`src/rtl/enc_32x5_scanner.sv`:
```
// Sequential 32-to-5 bit-scan encoder: accepts a vector, then emits one set-bit index per beat.
// Define ENC_MSB_FIRST_EN to scan from the highest set bit down instead of lowest-first.
module enc_32x5_scanner #(
  parameter int WIDTH = 32,
  parameter int IDX_W = 5
) (
  input  logic             CLK,
  input  logic             RESET,
  input  logic             IN_VALID,
  output logic             IN_READY,
  input  logic [WIDTH-1:0] VEC,
  output logic             OUT_VALID,
  input  logic             OUT_READY,
  output logic [IDX_W-1:0] IDX,
  output logic             LAST,
  output logic             ZERO
);

  typedef enum logic {IDLE, SCAN} state_t;

  state_t           state_q, state_d;
  logic [WIDTH-1:0] pend_q, pend_d;
  logic             zero_q, zero_d;
  logic [IDX_W-1:0] scan_idx;
  logic             single_bit;

  // The last matching iteration wins, so the loop direction selects the scan order.
  always_comb begin
    scan_idx = '0;
`ifdef ENC_MSB_FIRST_EN
    for (int i = 0; i < WIDTH; i++) begin
      if (pend_q[i]) scan_idx = IDX_W'(i);
    end
`else
    for (int i = WIDTH - 1; i >= 0; i--) begin
      if (pend_q[i]) scan_idx = IDX_W'(i);
    end
`endif
  end

  assign single_bit = (pend_q != '0) && ((pend_q & (pend_q - WIDTH'(1))) == '0);

  always_comb begin
    state_d = state_q;
    pend_d  = pend_q;
    zero_d  = 1'b0;
    case (state_q)
      IDLE: begin
        if (IN_VALID) begin
          if (VEC == '0) begin
            zero_d = 1'b1;
          end else begin
            pend_d  = VEC;
            state_d = SCAN;
          end
        end
      end
      SCAN: begin
        if (OUT_READY) begin
          pend_d = pend_q & ~(WIDTH'(1) << scan_idx);
          if (single_bit) state_d = IDLE;
        end
      end
      default: state_d = IDLE;
    endcase
  end

  always_ff @(posedge CLK or posedge RESET) begin
    if (RESET) begin
      state_q <= IDLE;
      pend_q  <= '0;
      zero_q  <= 1'b0;
    end else begin
      state_q <= state_d;
      pend_q  <= pend_d;
      zero_q  <= zero_d;
    end
  end

  // All outputs decode from registers; IN_READY is additionally held low during reset.
  assign IN_READY  = (state_q == IDLE) && !RESET;
  assign OUT_VALID = (state_q == SCAN);
  assign IDX       = OUT_VALID ? scan_idx : '0;
  assign LAST      = OUT_VALID && single_bit;
  assign ZERO      = zero_q;

endmodule

```
`config.mk`:
```
export PLATFORM = sky130hd
export DESIGN_NAME = enc_32x5_scanner
export DESIGN_NICKNAME = d
export VERILOG_FILES = /design/src/rtl/enc_32x5_scanner.sv
export SDC_FILE = /design/constraint.sdc
export NUM_CORES = 1
export LEC_CHECK = 0
export CORE_ASPECT_RATIO = 0.75
export CORE_UTILIZATION = 43
export DETAILED_ROUTE_END_ITERATION = 6
export GPL_ROUTABILITY_DRIVEN = 0
export GPL_TIMING_DRIVEN = 0
export PLACE_DENSITY = 0.72
export SYNTH_ARGS = -nofsm -noshare
export SYNTH_HDL_FRONTEND = slang
export SYNTH_SLANG_ARGS = --single-unit
```
`constraint.sdc`:
```
create_clock -name CLK -period 2.8 [get_ports CLK]
set_input_delay 0.56 -clock CLK [delete_from_list [all_inputs] [get_ports CLK]]
set_output_delay 0.56 -clock CLK [all_outputs]
set_load 0.01 [all_outputs]
```
## Word level (Yosys, flattened, before mapping)

Index checks and enable logic that the tools add are counted.

| cells by class | value |
|---|---|
| reductions and logical operators | 8 |
| multiplexer cells | 45 |
| multiply operators | 0 |
| bitwise logic cells | 4 |
| divide/modulo/power cells | 0 |
| shift operators | 1 |
| magnitude comparators | 0 |
| add/sub/neg operators | 1 |
| equal/unequal tests | 3 |

Operator list:

| kind | count |
|---|---|
| $mux W5 | 33 |
| $mux W32 | 3 |
| $and A32 B32 Y32 | 2 |
| $logic_not A32 Y1 | 2 |
| $pmux W32 S2 | 1 |
| $not A32 Y32 | 1 |
| $reduce_bool A32 Y1 | 1 |
| $shl A1 B5 Y32 const A | 1 |
| $sub A32 B1 Y32 const B | 1 |
| $mux W1 | 7 |
| $ne A2 B2 Y1 const B | 3 |
| $logic_and A1 B1 Y1 | 3 |
| $reduce_and A3 Y1 | 1 |
| $pmux W1 S2 | 1 |
| $logic_not A1 Y1 | 1 |
| $not A1 Y1 | 1 |

| word-level totals | value |
|---|---|
| latch bits | 0 |
| memories | 0 |
| bits in read-only memories | 0 |
| bits in registers | 34 |
| memory bits (writable) | 0 |
| bits of input ports | 36 |
| logic and storage cells | 65 |

## Longest topological paths before layout

Gate-level depths: netlist of run 1.

| depth | value |
|---|---|
| word-level depth | 37 |
| gate-level depth with buffers | 10 |
| mapped depth without buffers | 8 |

## Worst setup path after synthesis of run 1

No wires, ideal clock.

| path | value |
|---|---|
| kind | reg-to-output |
| start | register pend_q[2] |
| end | output LAST |
| data required time | 2.240 ns |
| cell stages (with the launch flop) | 10 |
| arrival | 2.678 ns |
| path buffers | 1 |
| setup slack | -0.438 ns |
| cells stage by stage | dfrtp_1 -> buf_6 -> nor4_4 -> nand4_4 -> a21oi_4 -> o211ai_2 -> or3b_4 -> a2111oi_2 -> nand4_1 -> nor4_2 |

| on the way | value |
|---|---|
| word-level cells in the longest chain between the ends | 5 |

Ends and longest elaborated chain:

| element | line | RTL |
|---|---|---|
| start: declaration | 22 | `logic [WIDTH-1:0] pend_q, pend_d;` |
| start signal: assignment | 75 | `pend_q <= pend_d;` |
| $sub A32 B1 Y32 | 41 | `assign single_bit = (pend_q != '0) && ((pend_q & (pend_q - WIDTH'(1))) == '0);` |
| $and A32 B32 Y32 | 41 |  |
| $logic_not A32 Y1 | 41 |  |
| $logic_and A1 B1 Y1 * | 41 |  |
| $logic_and A1 B1 Y1 * | 84 | `assign LAST = OUT_VALID && single_bit;` |
| end: declaration | 15 | `output logic LAST,` |

Every way passes the cells marked *; elsewhere a longest branch is shown, timed or not.

## Worst setup path in the final report of run 1

| path | value |
|---|---|
| start | register pend_q[14] |
| end | output LAST |

The elaborated chain is that of the path after synthesis.

==> impl.org, run 1 <==
** Worst setup path
- Worst Setup Start Kind :: flip-flop
- Crit-path max FO :: 10
- Critical path capture point type :: output pin
- Required time at the worst-slack endpoint :: 2.24 ns
- Critical Path Start :: pend_q[14]
- The startpoint identified for the worst register-to-register timing path is pend_q[13].
- Worst path arrival time :: 3.07 ns
- Classification of the worst setup path :: flip-flop to output pin
- Measured in cells, the most critical reg-to-reg path has a length of 11.

** Cells and area
- In the layout the commonest cells are sky130_fd_sc_hd__nand2_1 (44), sky130_fd_sc_hd__clkdlybuf4s50_1 (39), sky130_fd_sc_hd__buf_4 (38), sky130_fd_sc_hd__o21ai_0 (26), sky130_fd_sc_hd__a22o_1 (25).
- The post-route netlist has 31.1% of its cells at a drive strength greater than 1.
- Area growth syn-to-layout :: 45.5%
- The repair_antennas step left the layout with diodes totalling 0.
- Final standard cell count with taps included and fillers excluded :: 505
- The final layout contains 462 nets.
- Commonest non-fill, non-tap cell in the layout :: sky130_fd_sc_hd__nand2_1

** Die
- The die covers 6740 um2.
- The floorplan step set the die height to 71.4 um.
- After floorplanning, the core was divided into 24 placement rows.
- The die is 94.5 um wide.
- Core outline area :: 6010 um2
- IO Pins :: 45
- Initial core utilization :: 45.9%

** CTS
- Number of CTS-inserted buffers :: 5
- CTS saw 34 sinks.
- The H-tree generated during clock tree synthesis spans 2 levels.
- The tree is rooted in a sky130_fd_sc_hd__clkbuf_8.
- TritonCTS clock tree :: done
- Clock latency on the worst-skew pair :: 0.29 ns
- The number of hold buffers added after CTS was 0.
- Largest buffer count on any clock path :: 2
- Clock-pin slew of the registers on the worst-case setup and hold paths :: 0.07 ns

** Power
- In this run, flip-flops and latches consume 23.4% of the power.
- In this run the static leakage power is 1.56 nW.
- Per report_power, the combinational group accounts for 68.2% of the total.
- Across the VDD grid, the largest voltage drop is 0.494 mV.
- Sw power :: 0.00235 W
- Clk pwr share :: 8.4%
- Internal :: 0.00230 W
- Switching fraction of total power :: 50.5%
- Dividing total power by cell area gives a power density of 1160 nW/um2.

** Timing
- Hold is met by 0.622 ns.
- On the final layout, the worst clock skew is 0.00254 ns.
- Headroom to the max-slew limit came out at 51.0%.
- Setup repair after global routing missed its margin :: yes
- Share of the clock period used by the worst path after layout :: 130%
- In the post-route analysis, the smallest setup slack over all paths is -0.831 ns.
- For the pin with the worst max-slew slack, the measured transition is 0.734 ns.
- Crit path time final :: 3.63 ns
- Endpoints failing hold :: 0
- Final number of setup-violating endpoints :: 10
- Peak Freq :: 275 MHz
- Final Slew Violations :: 0

** Placement
- Input and output buffers added on the ports amount to 44.
- Cell Count Post-Placement :: 462
- Half-perimeter wire length of the detailed placement result :: 7.32 mm

** GRT
- Total routing resource utilization after global routing :: 32.6%
- Antenna violations before repair :: 0
- Summed over all layers, the global routing overflow is 0.
- Number of global-route vias before repair :: 3229
- The first global-routing pass estimated 16.8 mm of wire.
- Pin count of the biggest net entering global routing :: 35

** Synth
- Per-instance average area after synthesis :: 8.11 um2
- Ys async rst share :: 100%
- The number of nets handed over by synthesis was 376.
- Yosys Warn Count :: 0
- The netlist uses 66 different library cells.
- Synth Cell Area :: 2760 um2
- FF+latch count, synth :: 34
- Number of flops mapped to enable cells by yosys :: 0
- Among all flip-flop cells after synthesis, the most frequent one is sky130_fd_sc_hd__dfrtp_1.
- Post-synthesis sequential area ratio :: 30.8%
- The cell count after synthesis came out at 340.

** Routing
- Via-to-Cell Ratio :: 7.12
- Violation count after the first detailed-routing iteration :: 740
- The count of nets left with antenna violations once routing finished came out at 0.
- After detailed routing, the number of remaining DRC violations is 0.
- The first TritonRoute pass finished after 6 iterations.
- Routed length per instance :: 22.6 um
- Routed via count :: 3598
- The final layout contains routed wiring with a total length of 11.4 mm.

** Min path
- The startpoint identified for the worst hold timing path is pend_q[3].
- Worst min path class :: flip-flop to flip-flop
- Counting instances, the worst hold path has a depth of 1.

** Job
- Max-capacitance violation count :: 0

** Status
- Result of the run :: complete, but fails checks
- Violated checks :: setup timing
## cell families after synthesis
group,count (synthesis),synth area share (%)
simple gates,150,31.1
compound gates,125,33.2
flops,34,30.8
buf+inv,30,4.54
fa+ha+maj,1,0.363
## per-layer routing
metal / track usage [%] / vias up / part of all wire (%)
li1: - / 1496 / -
met1: 46.5 / 1641 / 40
met2: 45.1 / 358 / 41
met3: 9.45 / 103 / 13
met4: 15.3 / 0 / 6.1
met5: 0 / - / 0
## state kept, by name, summed over array words and instances (netlist names)
signal	flops
OUT_VALID	1
ZERO	1
pend_q	32
## synth_stat cells (3+ instances only)
master | number | area share (%)
sky130_fd_sc_hd__nor2b_1 | 3 | 0.68
sky130_fd_sc_hd__nor4_2 | 4 | 1.8
sky130_fd_sc_hd__nand4_1 | 14 | 3.2
sky130_fd_sc_hd__o41ai_1 | 5 | 1.6
sky130_fd_sc_hd__o211ai_1 | 3 | 0.82
sky130_fd_sc_hd__or3_1 | 4 | 0.91
sky130_fd_sc_hd__nor4_4 | 3 | 2.3
sky130_fd_sc_hd__a22o_1 | 25 | 7.9
sky130_fd_sc_hd__or4_1 | 5 | 1.4
sky130_fd_sc_hd__and3_1 | 4 | 0.91
sky130_fd_sc_hd__o21ai_1 | 3 | 0.54
sky130_fd_sc_hd__dfrtp_1 | 34 | 31
sky130_fd_sc_hd__o21ai_0 | 37 | 6.7
sky130_fd_sc_hd__nand3_1 | 5 | 0.91
sky130_fd_sc_hd__o21a_1 | 3 | 0.82
sky130_fd_sc_hd__nor2_1 | 29 | 3.9
sky130_fd_sc_hd__a21o_1 | 3 | 0.82
sky130_fd_sc_hd__clkbuf_1 | 18 | 2.4
sky130_fd_sc_hd__inv_1 | 7 | 0.95
sky130_fd_sc_hd__nor4_1 | 12 | 2.7
sky130_fd_sc_hd__nand2_1 | 46 | 6.3
sky130_fd_sc_hd__a21oi_1 | 12 | 2.2
sky130_fd_sc_hd__nor3_1 | 8 | 1.5
sky130_fd_sc_hd__o32a_1 | 3 | 1.1
## final timing paths
kind                              to  slack [ns]
max                             LAST       -0.83
min                        pend_q[3]        0.62
max reg2reg                OUT_VALID       -0.40
min reg2reg                pend_q[3]        0.62
max in group asynchronous  pend_q[3]        1.54
min in group asynchronous       ZERO        0.75
## stage by stage
step / instance area [um2] / power [W] / util [%] / TNS (ns) / setup slack (ns)
6_report: 4020 / 0.00465 / 66.9 / -2.13 / -0.831
4_1_cts: 3780 / 0.00402 / 63.0 / -1.38 / -0.732
3_3_place_gp: 3360 / 0.00312 / 55.9 / -19.02 / -1.15
5_1_grt: 4020 / 0.00482 / 66.9 / -2.64 / -0.890
2_1_floorplan: 2820 / 0.00248 / - / -0.235 / -0.235
3_5_place_dp: 3360 / 0.00314 / 55.9 / -19.67 / -1.18
## timing repair
action / CTS / global route
buffers inserted: 30 / 12
resized for setup: 54 / 44
endpoints found under the setup margin: 37 / 31
endpoints found under the hold margin: 0 / 0
pin swaps: 25 / 24
## critical path: stages (launching register included)
cell                       delay (ns)
sky130_fd_sc_hd__dfrtp_2         0.50
sky130_fd_sc_hd__nor2_1          0.10
sky130_fd_sc_hd__o311ai_1        0.41
sky130_fd_sc_hd__a311o_1         0.28
sky130_fd_sc_hd__nand3_1         0.15
sky130_fd_sc_hd__clkbuf_2        0.23
sky130_fd_sc_hd__o41ai_1         0.44
sky130_fd_sc_hd__and2_1          0.20
sky130_fd_sc_hd__nand4_1         0.15
sky130_fd_sc_hd__nor4_4          0.16
sky130_fd_sc_hd__buf_2           0.17
## layout make-up
| type | instances | area [um2] |
|---|---|---|
| flip-flops and latches | 34 | 870 |
| clock inverters | 1 | 5.00 |
| multi-input cells | 276 | 2070 |
| fillers | 483 | 1990 |
| plain buffers | 16 | 106 |
| repair buffers | 86 | 758 |
| clock buffers | 7 | 86.3 |
| inverters | 7 | 26.3 |
| well taps | 78 | 97.6 |
## power groups by stage
stage	registers (W)	clock network (W)	logic [W]
2_1_floorplan	0.000868	0	0.00161
3_3_place_gp	0.000934	0	0.00219
3_5_place_dp	0.000943	0	0.00220
4_1_cts	0.00103	0.000391	0.00260
5_1_grt	0.00110	0.000419	0.00330
6_report	0.00109	0.000390	0.00317
Note: power is estimated with default switching activity, not from simulation.
==> run 2, diff against run 1 <==
--- a/config.mk
+++ b/config.mk
@@ -7,6 +7,7 @@
 export LEC_CHECK = 0
 export CORE_ASPECT_RATIO = 0.75
 export CORE_UTILIZATION = 43
+export CTS_CLUSTER_SIZE = 16
 export DETAILED_ROUTE_END_ITERATION = 6
 export GPL_ROUTABILITY_DRIVEN = 0
 export GPL_TIMING_DRIVEN = 0
==> results of run 2 <==
Final layout, timing and power as in run 1 (identical DEF).
==> RTL edit 1, RTL diff (settings of run 2) <==
Build with the macro `ENC_MSB_FIRST_EN` defined.
--- a/src/rtl/enc_32x5_scanner.sv
+++ b/src/rtl/enc_32x5_scanner.sv
@@ -1,5 +1,7 @@
 // Sequential 32-to-5 bit-scan encoder: accepts a vector, then emits one set-bit index per beat.
 // Define ENC_MSB_FIRST_EN to scan from the highest set bit down instead of lowest-first.
+`define ENC_MSB_FIRST_EN
+
 module enc_32x5_scanner #(
   parameter int WIDTH = 32,
   parameter int IDX_W = 5
Function: changed (Yosys sat finds a counterexample within 4 cycles, from zero or initial values and one cycle with RESET high).
==> RTL edit 1 against run 2 <==
- the run still ends with setup timing left
- sequential share of layout area rose by 2.5 points
- wire length fell by 18%
- synthesized area fell by 8.2%
- non-clock buffer count fell by 22
- clock skew rose by 0.0021 ns
- sequential cell count did not move
- total power fell by 26%
- count of clock-buffer cells in the layout did not move
- clock power fell by 8.7%
- design area fell by 11%
- setup slack improved by 0.42 ns
- largest cell class unchanged
- largest power group unchanged
==> RTL edit 1: results (changes against run 2) <==
clock_network:
  htreeDepth: 2  # unchanged
synth:
  synth_compound_area_share_pct: 23.5  # -9.7 points
  ys_types: 55  # -17%
  synth_commonest_cells: "nand2_1 (36), nor2_1 (36), dfrtp_1 (34)"
  seq_area_frac_synth_pct: 33.6  # +2.7 points
  ys_top_cells_by_area: "dfrtp_1 (34%), nand2_1 (5.3%), nor2_1 (5.3%)"
  synthAdderAreaFrac_pct: 0.395  # +0.032 points
  synth_mux_area_share_pct: 5.14  # +5.1 points
outcome:
  violations: "setup timing"
  status: "finished, violations left"
grt:
  grt_usage_pct: 31.3  # -1.3 points
  first_global_vias: 2750  # -15%
  grt_first_pass_wirelength_um: 14700  # -12%
critical_path:
  critPathMaxStageDelay_ns: 0.56  # +0.06 ns
  arrival_ns: 2.65  # -0.42 ns
  crit_fanout: 2  # -8
place:
  dp_hpwl_um: 6320  # -14%
  post-place-ws_ns: -0.740  # +0.437 ns
sta:
  setup_slack_ns: -0.412  # +0.419 ns
  slew_headroom_pct: 49.3  # -1.7 points
  setup_viol: 2  # -8
drt:
  routedWlPerCell_um: 20.5  # -9.1%
  drtPass1Iterations: 5  # -1
  vias: 2984  # -17%
cells_and_area:
  antennaDiodeCount: 0  # unchanged
  fin_nets: 419  # -9.3%
  drive_above_1_share_pct: 25.1  # -6.1 points
power_and_ir_drop:
  leakagePower_nw: 1.36  # -13%
  ir_drop_v: 0.000649  # +31%
[RTL edit 1: cell types whose count changed in the layout (fill, tap and decap cells not counted), moves of 7 or more]
cell	before	now
a21oi_1	11	23
buf_4	38	26
a31oi_1	0	7
a22o_1	25	0
nand4_1	14	0
mux2i_1	0	13
nor2_1	24	33
o21ai_1	10	2
nand2_1	44	36
o21ai_0	26	16
[RTL edit 1: worst paths after layout]
kind                            start    endpoint  cells after the start
max in group asynchronous       RESET   pend_q[5]                      2
setup reg to reg           pend_q[12]  pend_q[19]                      8
hold reg to reg            pend_q[14]  pend_q[14]                      2
setup / recovery           pend_q[21]        LAST                      7
min in group asynchronous       RESET  pend_q[31]                      2
hold / removal             pend_q[14]  pend_q[14]                      2
[RTL edit 1: cells by family after synthesis]
logic type	count (synthesis)
AOI/OAI and AO/OA	91
and+or+nand+nor	143
muxes	13
buffers and inverters	31
DFF	34
adders and majority gates	1
[RTL edit 1: worst max-delay path, delay by kind of cell (launching register included)]
kind	cells	cell delay (ns)
AO/OA/AOI/OAI	2	0.34
buffers and inverters	1	0.15
AND/OR/NAND/NOR	4	1.48
flip-flops	1	0.39
[RTL edit 1: stage by stage]
stage	std cells	TNS, ns	cell area, um2	power [W]
floorplan	313	0	2540	0.00190
global placement	432	-16.45	3070	0.00244
detailed placement	432	-16.53	3070	0.00245
CTS	452	-0.800	3430	0.00316
global route	458	-0.822	3570	0.00359
finish	458	-0.621	3570	0.00344
[RTL edit 1: routing by layer]
layer  global-route usage, %  wire (um)  vias to the layer above  share of wire [%]
li1                        -          -                     1319                  -
met1                    43.1       3980                     1382                 42
met2                    46.6       3810                      233                 41
met3                    8.67       1280                       50                 14
met4                    12.9        327                        0                3.5
met5                       0          0                        -                  0
[RTL edit 1: layout make-up]
cell class,instances,area (um2)
Sequential cell,34,862
Multi-Input combinational cell,248,1780
Timing Repair Buffer,67,602
Inverter,14,52.6
Clock buffer,7,76.3
Tap cell,75,93.8
Buffer,13,104
Fill cell,434,1920
[RTL edit 1: power breakdown]
group / leakage (nW) / internal, W / total [W] / switching, W
Combinational: 0.921 / 0.000882 / 0.00206 / 0.00118
Clock: 0.0383 / 0.000171 / 0.000356 / 0.000184
Sequential: 0.396 / 0.000675 / 0.00103 / 0.000351
[RTL edit 1: timing repair]
item,CTS,global route
buffers inserted,16,7
hold buffers,0,0
setup endpoints to repair,34,35
pin swaps,8,8
gates resized for setup,55,21
==> RTL edit 2, RTL diff (config.mk and constraints of run 2) <==
Without the edit above. Reset style: synchronous (`RESET`), changed in one clocked block.
--- a/src/rtl/enc_32x5_scanner.sv
+++ b/src/rtl/enc_32x5_scanner.sv
@@ -65,7 +65,7 @@
     endcase
   end
 
-  always_ff @(posedge CLK or posedge RESET) begin
+  always_ff @(posedge CLK) begin
     if (RESET) begin
       state_q <= IDLE;
       pend_q  <= '0;
Behaviour: differs if RESET is asserted again (counterexample within 4 cycles, from zero or initial values and one cycle with RESET high); with RESET held inactive, the same outputs for 4 cycles.
==> RTL edit 2 against run 2 <==
- the run still ends with setup timing left
- hold slack worse by 0.076 ns
- setup slack better by 0.60 ns
- sequential cell count is the same
- synthesized area shrank 8.6%
- utilization shrank 2.9 points
- design area shrank 12%
- wire length fell by 11%
- critical path type unchanged
- largest cell class unchanged
Power is not compared: it rests on default switching activity, and its combinational part moved more than twofold at a synthesized area within 25%.
==> RTL edit 2: results (changes against run 2) <==
sta:
  setup_slack_ns: -0.228  # +0.603 ns
  slew_headroom_pct: 51.8  # +0.78 points
  setup_viol: 2  # -8
  clock_skew_ns: 0.0113  # +0.00873 ns
  setup_tns_ns: -0.341  # +1.79 ns
  fin_hold_ws_ns: 0.546  # -0.0763 ns
cells_and_area:
  n_fill_cell: 489  # +1.2%
  drive_above_1_share_pct: 21.3  # -9.9 points
  fin_nets: 444  # -3.9%
min_path:
  min_from: "pend_q[28]"
  worstHoldEndpoint: "pend_q[28]"
  min_path_cells: 2  # +1
drt:
  routed_wirelength_um: 10100  # -11%
  vias: 3188  # -11%
  drt_iter0_drc: 283  # -62%
  routedWlPerCell_um: 20.9  # -7.4%
synth:
  synthArstFlopShare_pct: 0  # -100 points
  synth_commonest_cells: "nand2_1 (45), dfxtp_1 (34), nor2_1 (28)"
  seq_area_frac_synth_pct: 27.0  # -3.8 points
  ys_types: 56  # -15%
  ys_top_cells_by_area: "dfxtp_1 (27%), nand2_1 (6.7%), a21oi_1 (4.8%)"
critical_path:
  arrival_ns: 2.47  # -0.60 ns
  r2r_cells: 8  # -3
  crit_fanout: 5  # -5
  r2r-start: "pend_q[26]"
  reg2reg_to: "pend_q[30]"
  critPathTopFamily: "simple AND/OR/NAND/NOR gates"
  critPathMaxStageDelay_ns: 0.40  # -0.10 ns
  cp_slowest_cell: "nor4_4"
  worstSetupStartpoint: "pend_q[12]"
  rrSetupSlack_ns: 0.13  # +0.53 ns
grt:
  first_global_vias: 2989  # -7.4%
  grt_usage_pct: 33.4  # +0.80 points
  grt_first_pass_wirelength_um: 15600  # -7.4%
  grt_max_degree: 11  # -69%
outcome:
  status: "finished, violations left"
  violations: "setup timing"
place:
  io_buffers: 43  # -2.3%
  dp_hpwl_um: 7320  # +0.11%
  placed_cells: 458  # -0.87%
## RTL edit 2: cell types whose count changed in the layout (fill, tap and decap cells not counted), moves of 9 or more
cell,delta
nor3_1,+9
o21ai_0,-12
o21ai_1,-9
dfxtp_2,+13
nand4_1,-11
dfrtp_1,-19
a22o_1,-25
buf_4,-16
nand3_1,+11
a21oi_1,+11
dfrtp_2,-15
dfxtp_1,+16
## RTL edit 2: power by group
group	switching (W)	internal, W	total, W	leakage (nW)
Clock	0.000186	0.000267	0.000453	0.0524
Sequential	0.0000853	0.000521	0.000606	0.288
Combinational	0.000470	0.000371	0.000841	0.934
## RTL edit 2: per-stage QoR
step | area (um2) | power (W) | util (%)
floorplan | 2520 | 0.00100 | -
CTS | 3370 | 0.00180 | 61.3
detailed placement | 3050 | 0.00125 | 55.4
global route | 3510 | 0.00197 | 63.9
global placement | 3050 | 0.00123 | 55.4
finish | 3510 | 0.00190 | 63.9
## RTL edit 2: cell type report
type | count | area share [%]
plain buffers | 16 | 2.46
clock buffers | 7 | 2.17
clock inverters | 1 | 0.855
inverters | 10 | 1.10
multi-input cells | 275 | 53.2
flip-flops and latches | 34 | 20.4
well taps | 75 | 2.67
repair buffers | 66 | 17.2
## RTL edit 2: repair_timing
item                                   4_1_cts  5_1_grt
buffers inserted                            13       10
setup endpoints to repair                    7       27
pin swaps                                   13       12
endpoints found under the hold margin        0        0
gates resized for setup                     38       35
## RTL edit 2: layer usage
metal / wire (um) / up-vias
li1: - / 1462
met1: 4410 / 1485
met2: 4250 / 218
met3: 1260 / 23
met4: 192 / 0
met5: 0 / -
## RTL edit 2: logic make-up after synthesis
group | share of synthesized area, %
DFF | 27.0
and+or+nand+nor | 33.8
muxes | 2.38
buffers and inverters | 5.36
adders and majority gates | 0.397
AOI/OAI and AO/OA | 31.0
